[config.mk]
export PLATFORM = sky130hd
export DESIGN_NAME = primitive_hit_scheduler
export DESIGN_NICKNAME = d
export VERILOG_FILES = /design/src/rtl/primitive_hit_scheduler_pkg.sv /design/src/rtl/primitive_hit_scheduler_closest_lane_select.sv /design/src/rtl/primitive_hit_scheduler.sv
export SDC_FILE = /design/constraint.sdc
export NUM_CORES = 1
export LEC_CHECK = 0
export ABC_AREA = 1
export CORE_MARGIN = 2
export CORE_UTILIZATION = 46
export DETAILED_ROUTE_END_ITERATION = 7
export PLACE_DENSITY = 0.89
export SLEW_MARGIN = 30
export SYNTH_ARGS = -nofsm -noshare
export SYNTH_HDL_FRONTEND = slang
export SYNTH_SLANG_ARGS = --single-unit
[constraint.sdc]
create_clock -name clk -period 8.3 [get_ports clk]
set_input_delay 1.66 -clock clk [delete_from_list [all_inputs] [get_ports clk]]
set_output_delay 1.66 -clock clk [all_outputs]
set_load 0.1 [all_outputs]
[src/rtl/primitive_hit_scheduler_pkg.sv]
// Shared types for the RayCore primitive hit scheduler.
// Index width, batch size and fixed-point format live here.
package primitive_hit_scheduler_pkg;

    localparam int BVH_PRIMITIVE_INDEX_WIDTH = 16;
    localparam int AABB_TEST_UNIT_SIZE = 4;
    localparam int FIXED_WIDTH = 32;
    localparam int FIXED_FRAC = 16;

    typedef logic [BVH_PRIMITIVE_INDEX_WIDTH-1:0] PrimitiveIndex;
    typedef logic signed [FIXED_WIDTH-1:0] Fixed;

    localparam Fixed FIXED_MAX = {1'b0, {(FIXED_WIDTH-1){1'b1}}};

    typedef enum logic [2:0] {
        IDLE,
        CLEAR,
        WAIT_TRAV,
        ISSUE,
        DRAIN,
        DONE
    } PrimitiveHitSchedulerState;

    typedef struct packed {
        logic          Valid;
        PrimitiveIndex Index;
        Fixed          T;
    } ClosestHitData;

endpackage

[src/rtl/primitive_hit_scheduler_closest_lane_select.sv]
// Combinational LANES-way argmin over qualifying lanes.
// Lowest lane wins on equal t; nothing beats best_t unless strictly smaller.
module closest_lane_select
    import primitive_hit_scheduler_pkg::*;
#(
    parameter int LANES = AABB_TEST_UNIT_SIZE,
    localparam int LW = (LANES > 1) ? $clog2(LANES) : 1
) (
    input  logic [LANES-1:0] lane_hit,
    input  Fixed [LANES-1:0] lane_t,
    input  Fixed             t_min,
    input  Fixed             best_t,
    output logic [LW-1:0]    lane,
    output Fixed             t,
    output logic             any
);

    // Running minimum seeded with best_t folds the "< best" test in.
    always_comb begin
        lane = '0;
        t    = best_t;
        any  = 1'b0;
        for (int i = 0; i < LANES; i++) begin
            if (lane_hit[i] &&
                ($signed(lane_t[i]) > $signed(t_min)) &&
                ($signed(lane_t[i]) < $signed(t))) begin
                lane = LW'(i);
                t    = lane_t[i];
                any  = 1'b1;
            end
        end
    end

endmodule

[src/rtl/primitive_hit_scheduler.sv]
// Drains the primitive group FIFO into the ray/primitive test unit and
// reduces hits to the closest one. Optional: ANY_HIT_EARLY_EXIT_EN.
module primitive_hit_scheduler
    import primitive_hit_scheduler_pkg::*;
#(
    parameter int LANES        = AABB_TEST_UNIT_SIZE,
    parameter int MAX_INFLIGHT = 4
) (
    input  logic                clk,
    input  logic                resetn,
    input  logic                ray_start,
    input  logic                traversal_done,
    output logic                fifo_reset,
    output logic                fifo_pop,
    input  PrimitiveIndex       fifo_start,
    input  PrimitiveIndex       fifo_end,
    input  logic                fifo_empty,
    output logic                test_req,
    output PrimitiveIndex       test_base,
    input  logic                test_ready,
    input  logic                resp_valid,
    input  PrimitiveIndex       resp_base,
    input  logic [LANES-1:0]    resp_hit,
    input  Fixed [LANES-1:0]    resp_t,
    input  Fixed                t_min,
`ifdef ANY_HIT_EARLY_EXIT_EN
    input  logic                any_hit,
`endif
    output logic                busy,
    output logic                done,
    output logic                hit_valid,
    output PrimitiveIndex       hit_index,
    output Fixed                hit_t,
    output logic                resp_err
);

    localparam int IW = $clog2(MAX_INFLIGHT + 1);
    localparam int LW = (LANES > 1) ? $clog2(LANES) : 1;

    PrimitiveHitSchedulerState state, state_nxt;
    logic [IW-1:0] inflight;
    ClosestHitData best;

    logic          accept;
    logic          absorb;
    logic          replace;
    logic          early_exit;
    logic [LW-1:0] sel_lane;
    Fixed          sel_t;
    logic          sel_any;

    // Responses with nothing outstanding are stale and never reduced.
    assign absorb  = resp_valid && (inflight != '0);
    assign replace = absorb && sel_any;

    closest_lane_select #(
        .LANES(LANES)
    ) u_sel (
        .lane_hit(resp_hit),
        .lane_t  (resp_t),
        .t_min   (t_min),
        .best_t  (best.T),
        .lane    (sel_lane),
        .t       (sel_t),
        .any     (sel_any)
    );

`ifdef ANY_HIT_EARLY_EXIT_EN
    logic any_hit_q;

    always_ff @(posedge clk or negedge resetn) begin
        if (!resetn) begin
            any_hit_q <= 1'b0;
        end else if (state == CLEAR) begin
            any_hit_q <= any_hit;
        end
    end

    assign early_exit = any_hit_q && replace;
`else
    assign early_exit = 1'b0;
`endif

    always_comb begin
        state_nxt = state;
        fifo_pop  = 1'b0;
        test_req  = 1'b0;
        accept    = 1'b0;
        unique case (state)
            IDLE: begin
                if (ray_start) state_nxt = CLEAR;
            end
            CLEAR: begin
                state_nxt = WAIT_TRAV;
            end
            WAIT_TRAV: begin
                if (traversal_done) state_nxt = ISSUE;
            end
            ISSUE: begin
                if (early_exit) begin
                    state_nxt = DRAIN;
                end else if (fifo_start < fifo_end) begin
                    if (inflight < IW'(MAX_INFLIGHT)) begin
                        test_req = 1'b1;
                        accept   = test_ready;
                        fifo_pop = test_ready;
                    end
                end else if (!fifo_empty) begin
                    fifo_pop = 1'b1;
                end else begin
                    state_nxt = DRAIN;
                end
            end
            DRAIN: begin
                if (inflight == '0 && !resp_valid) state_nxt = DONE;
            end
            DONE: begin
                state_nxt = ray_start ? CLEAR : IDLE;
            end
            default: begin
                state_nxt = IDLE;
            end
        endcase
    end

    always_ff @(posedge clk or negedge resetn) begin
        if (!resetn) begin
            state    <= IDLE;
            inflight <= '0;
            best     <= '{Valid: 1'b0, Index: '0, T: FIXED_MAX};
            resp_err <= 1'b0;
        end else begin
            state <= state_nxt;
            if (state == CLEAR) begin
                inflight <= '0;
                best     <= '{Valid: 1'b0, Index: '0, T: FIXED_MAX};
                resp_err <= 1'b0;
            end else begin
                if (accept && !absorb) begin
                    inflight <= inflight + 1'b1;
                end else if (!accept && absorb) begin
                    inflight <= inflight - 1'b1;
                end
                if (resp_valid && inflight == '0) resp_err <= 1'b1;
                if (replace) begin
                    best <= '{Valid: 1'b1,
                              Index: resp_base + PrimitiveIndex'(sel_lane),
                              T: sel_t};
                end
            end
        end
    end

    assign fifo_reset = (state == CLEAR);
    assign busy       = state inside {CLEAR, WAIT_TRAV, ISSUE, DRAIN};
    assign done       = (state == DONE);
    assign test_base  = test_req ? fifo_start : '0;
    assign hit_valid  = best.Valid;
    assign hit_index  = best.Index;
    // best.T idles at FIXED_MAX, but the visible distance reads 0 without a hit.
    assign hit_t      = best.Valid ? best.T : '0;

endmodule

==> flow_metrics.py <==
metrics = {
    "detailed_routing": {
        "via_per_inst": 6.160,
        "drt-wirelength-per-cell_um": 21.94,
        "dr_total_vias": 16080,
        "firstDrtPassIters": 8,
        "first_iter_violations": 2046,
        "wl_um": 57260,
        "drcViolationCount": 5,
        "ant_nets": 0,
    },
    "worst_setup_path": {
        "crit_family": "simple AND/OR/NAND/NOR gates",
        "critPathCaptureType": "flip-flop",
        "path_buf_inv": 9,
        "crit_required_ns": 8.49,
        "path_class": "input port to flip-flop",
        "ff2ff_setup_slack_ns": -2.17,
        "worstPathArrival_ns": 11.57,
        "crit_top_cell": "nand2_1",
        "start_kind": "input port",
        "path_max_fanout": 8,
        "cp_slowest_cell": "nor4b_4",
        "max_stage_delay_ns": 0.40,
    },
    "cts": {
        "htree_levels": 2,
        "cts_inserted_buffers": 5,
        "cts.sinks": 56,
        "insertion_delay_ns": 0.30,
        "cts_root_buffer": "clkbuf_16",
        "clk_pin_slew_worst_paths_ns": 0.07,
        "cts_tree": "yes",
        "clock_path_buffers": 2,
    },
    "run": {
        "maxCapViolCount": 0,
    },
    "floorplanning": {
        "fp.dieH_um": 159.5,
        "die_area_mm2": 0.02544,
        "die_w_um": 159.5,
        "std_cell_rows": 56,
        "ios": 290,
        "coreArea_mm2": 0.02361,
        "start_util_pct": 47.11,
    },
    "synthesis": {
        "synth_edf_count": 0,
        "syn_nets": 2196,
        "yosys_warnings": 0,
        "synth_cells": 1706,
        "synth_top_area_share_pct": 30.26,
        "async_flop_share_pct": 100.0,
        "synth.most_common_cell": "nand2_1",
        "synthTopCellsByCount": "nand2_1 (460), ha_1 (269), inv_1 (229), o21ai_0 (128), a21oi_1 (125)",
        "synth.distinct_cells": 48,
        "avgSynthCellArea_um2": 6.520,
        "synthFlopType": "dfstp_2",
        "synth_area_leaders": "ha_1 (30%), nand2_1 (16%), inv_1 (7.7%)",
        "yosysTopAreaCell": "ha_1",
        "seq_area_frac_synth_pct": 12.95,
        "synth_seq_cells": 56,
        "synthesis.area_mm2": 0.01112,
    },
    "global_route": {
        "grt_pass1_wl_um": 68660,
        "antenna_found_initial": 0,
        "grt_max_degree": 89,
        "grt_pass1_vias": 13850,
        "track_usage_pct": 33.37,
        "grt_remaining_overflow": 0,
    },
    "sta": {
        "fmax_ghz": 0.08793,
        "layout_setup_ws_ns": -3.073,
        "min_period_over_period_pct": 137.0,
        "setup_tns_ns": -100.09,
        "clock_skew_ns": 0.006384,
        "drv_slew": 0,
        "finalSetupViolCount": 49,
        "final-hold-violation-count": 0,
        "rsz0062_at_grt": "true",
        "fin_crit_ns": 11.37,
        "worst_pin_slew_ns": 1.107,
        "max_slew_margin_pct": 26.00,
    },
    "pwr": {
        "total_power_mw": 7.541,
        "leakage_nw": 9.983,
        "max-vdd-ir-drop_uv": 319.2,
        "power-per-cell-area_mw_per_mm2": 394.6,
    },
    "run_status": {
        "run_status": "finished, violations left",
        "failed_checks": "DRC, setup timing",
    },
    "placed_design": {
        "hpwlAfterDp_um": 36840,
        "finalWeightedCongestion": 0.9774,
        "dpl_cell_area_mm2": 0.01633,
        "io_buffers": 289,
        "dp.cells": 2527,
    },
    "layout": {
        "fillCellCount": 1361,
        "drive_above_1_share_pct": 33.49,
        "fin_area_mm2": 0.01911,
        "utilization_pct": 80.94,
        "fin_cells": 2610,
        "area_delta_synth_final_pct": 71.82,
        "nets": 2779,
    },
    "hold_path": {
        "worstHoldPathType": "flip-flop to flip-flop",
    },
}
-- sequential cells by signal (all words and copies together) (netlist names) --
name,cells
best,32
resp_err,1
hit_index,16
hit_valid,1
state,3
inflight,3
-- power by group --
part	switching [mW]	total, mW	internal, mW
Combinational	4.02	6.70	2.67
Sequential	0.119	0.598	0.479
Clock	0.104	0.247	0.142
Total	4.25	7.54	3.29
-- layer usage --
layer  part of all wire [%]  track usage, %  vias to the layer above
li1                       -               -                     6931
met1                     34           37.99                     7258
met2                     45           59.96                     1355
met3                    9.5           3.985                      534
met4                     11           19.42                        0
met5                      0               0                        -
-- layout make-up --
type	count	area [um^2]	share of cell area, %
multi-input cells	1349	10270	53.75
repair buffers	647	5964	31.21
flip-flops and latches	56	1441	7.542
inverters	230	867.1	4.537
well taps	319	399.1	2.088
clock buffers	6	128.9	0.6743
clock inverters	2	35.03	0.1833
diodes	1	2.502	0.01309
-- cell families (layout without fill, tap and decap cells) --
family | count (synthesis) | in the layout | synth area share [%]
DFF | 56 | 56 | 12.95
xor gates and xnor gates | 12 | 12 | 0.9449
buffers and inverters | 302 | 885 | 11.07
adders and majority gates | 271 | 271 | 30.62
AOI/OAI and AO/OA | 301 | 301 | 14.81
other | 0 | 1 | 0
and+or+nand+nor | 764 | 765 | 29.61
-- final timing paths --
check                                 to  cells after the start        from
max in group asynchronous      hit_valid                      2      resetn
max reg2reg                hit_index[12]                     62    best[23]
max                        hit_index[12]                     63  resp_t[25]
min reg2reg                     best[29]                      2    best[29]
min in group asynchronous   hit_index[9]                      2      resetn
min                             best[29]                      2    best[29]
-- layout by cell type (no fill, tap or decap), types with 8 or more instances in the layout --
cell             instances
nand2_1                396
buf_4                  328
clkdlybuf4s50_1        208
ha_1                   203
inv_1                  193
nand3_1                100
a21oi_1                 97
nor2_1                  70
nand4_1                 63
ha_4                    62
o21ai_0                 48
nand2_2                 47
o21ai_2                 41
inv_2                   36
dfstp_2                 31
buf_6                   31
o21ai_1                 28
dlymetal6s2s_1          27
a21oi_2                 26
dfrtp_1                 24
nand2_4                 21
clkbuf_16               17
clkbuf_2                17
nor2_2                  11
nor3_1                  11
o21ai_4                 11
buf_12                  11
nor2_4                   9
a211oi_2                 9
buf_2                    8
-- stage by stage --
stage,setup slack [ns],hold WS [ns]
CTS,-2.237,0.5038
global route,-3.257,0.5315
global placement,-2.855,0.4821
floorplan,-1.311,0.4698
detailed placement,-3.072,0.4895
finish,-3.073,0.5075
-- worst min-delay path, delay by kind of cell, from the launching register on --
family / cells / cell delay, ns
DFF: 1 / 0.39
and+or+nand+nor: 2 / 0.12
-- repair_timing --
item                                    in CTS  in global routing
setup buffers                               15                 47
endpoints found under the setup margin      49                 49
cloned                                       2                 14
hold buffers                                 0                  0
gates resized for setup                     56                529
pin swaps                                   16                137
(Power assumes the default switching activity.)
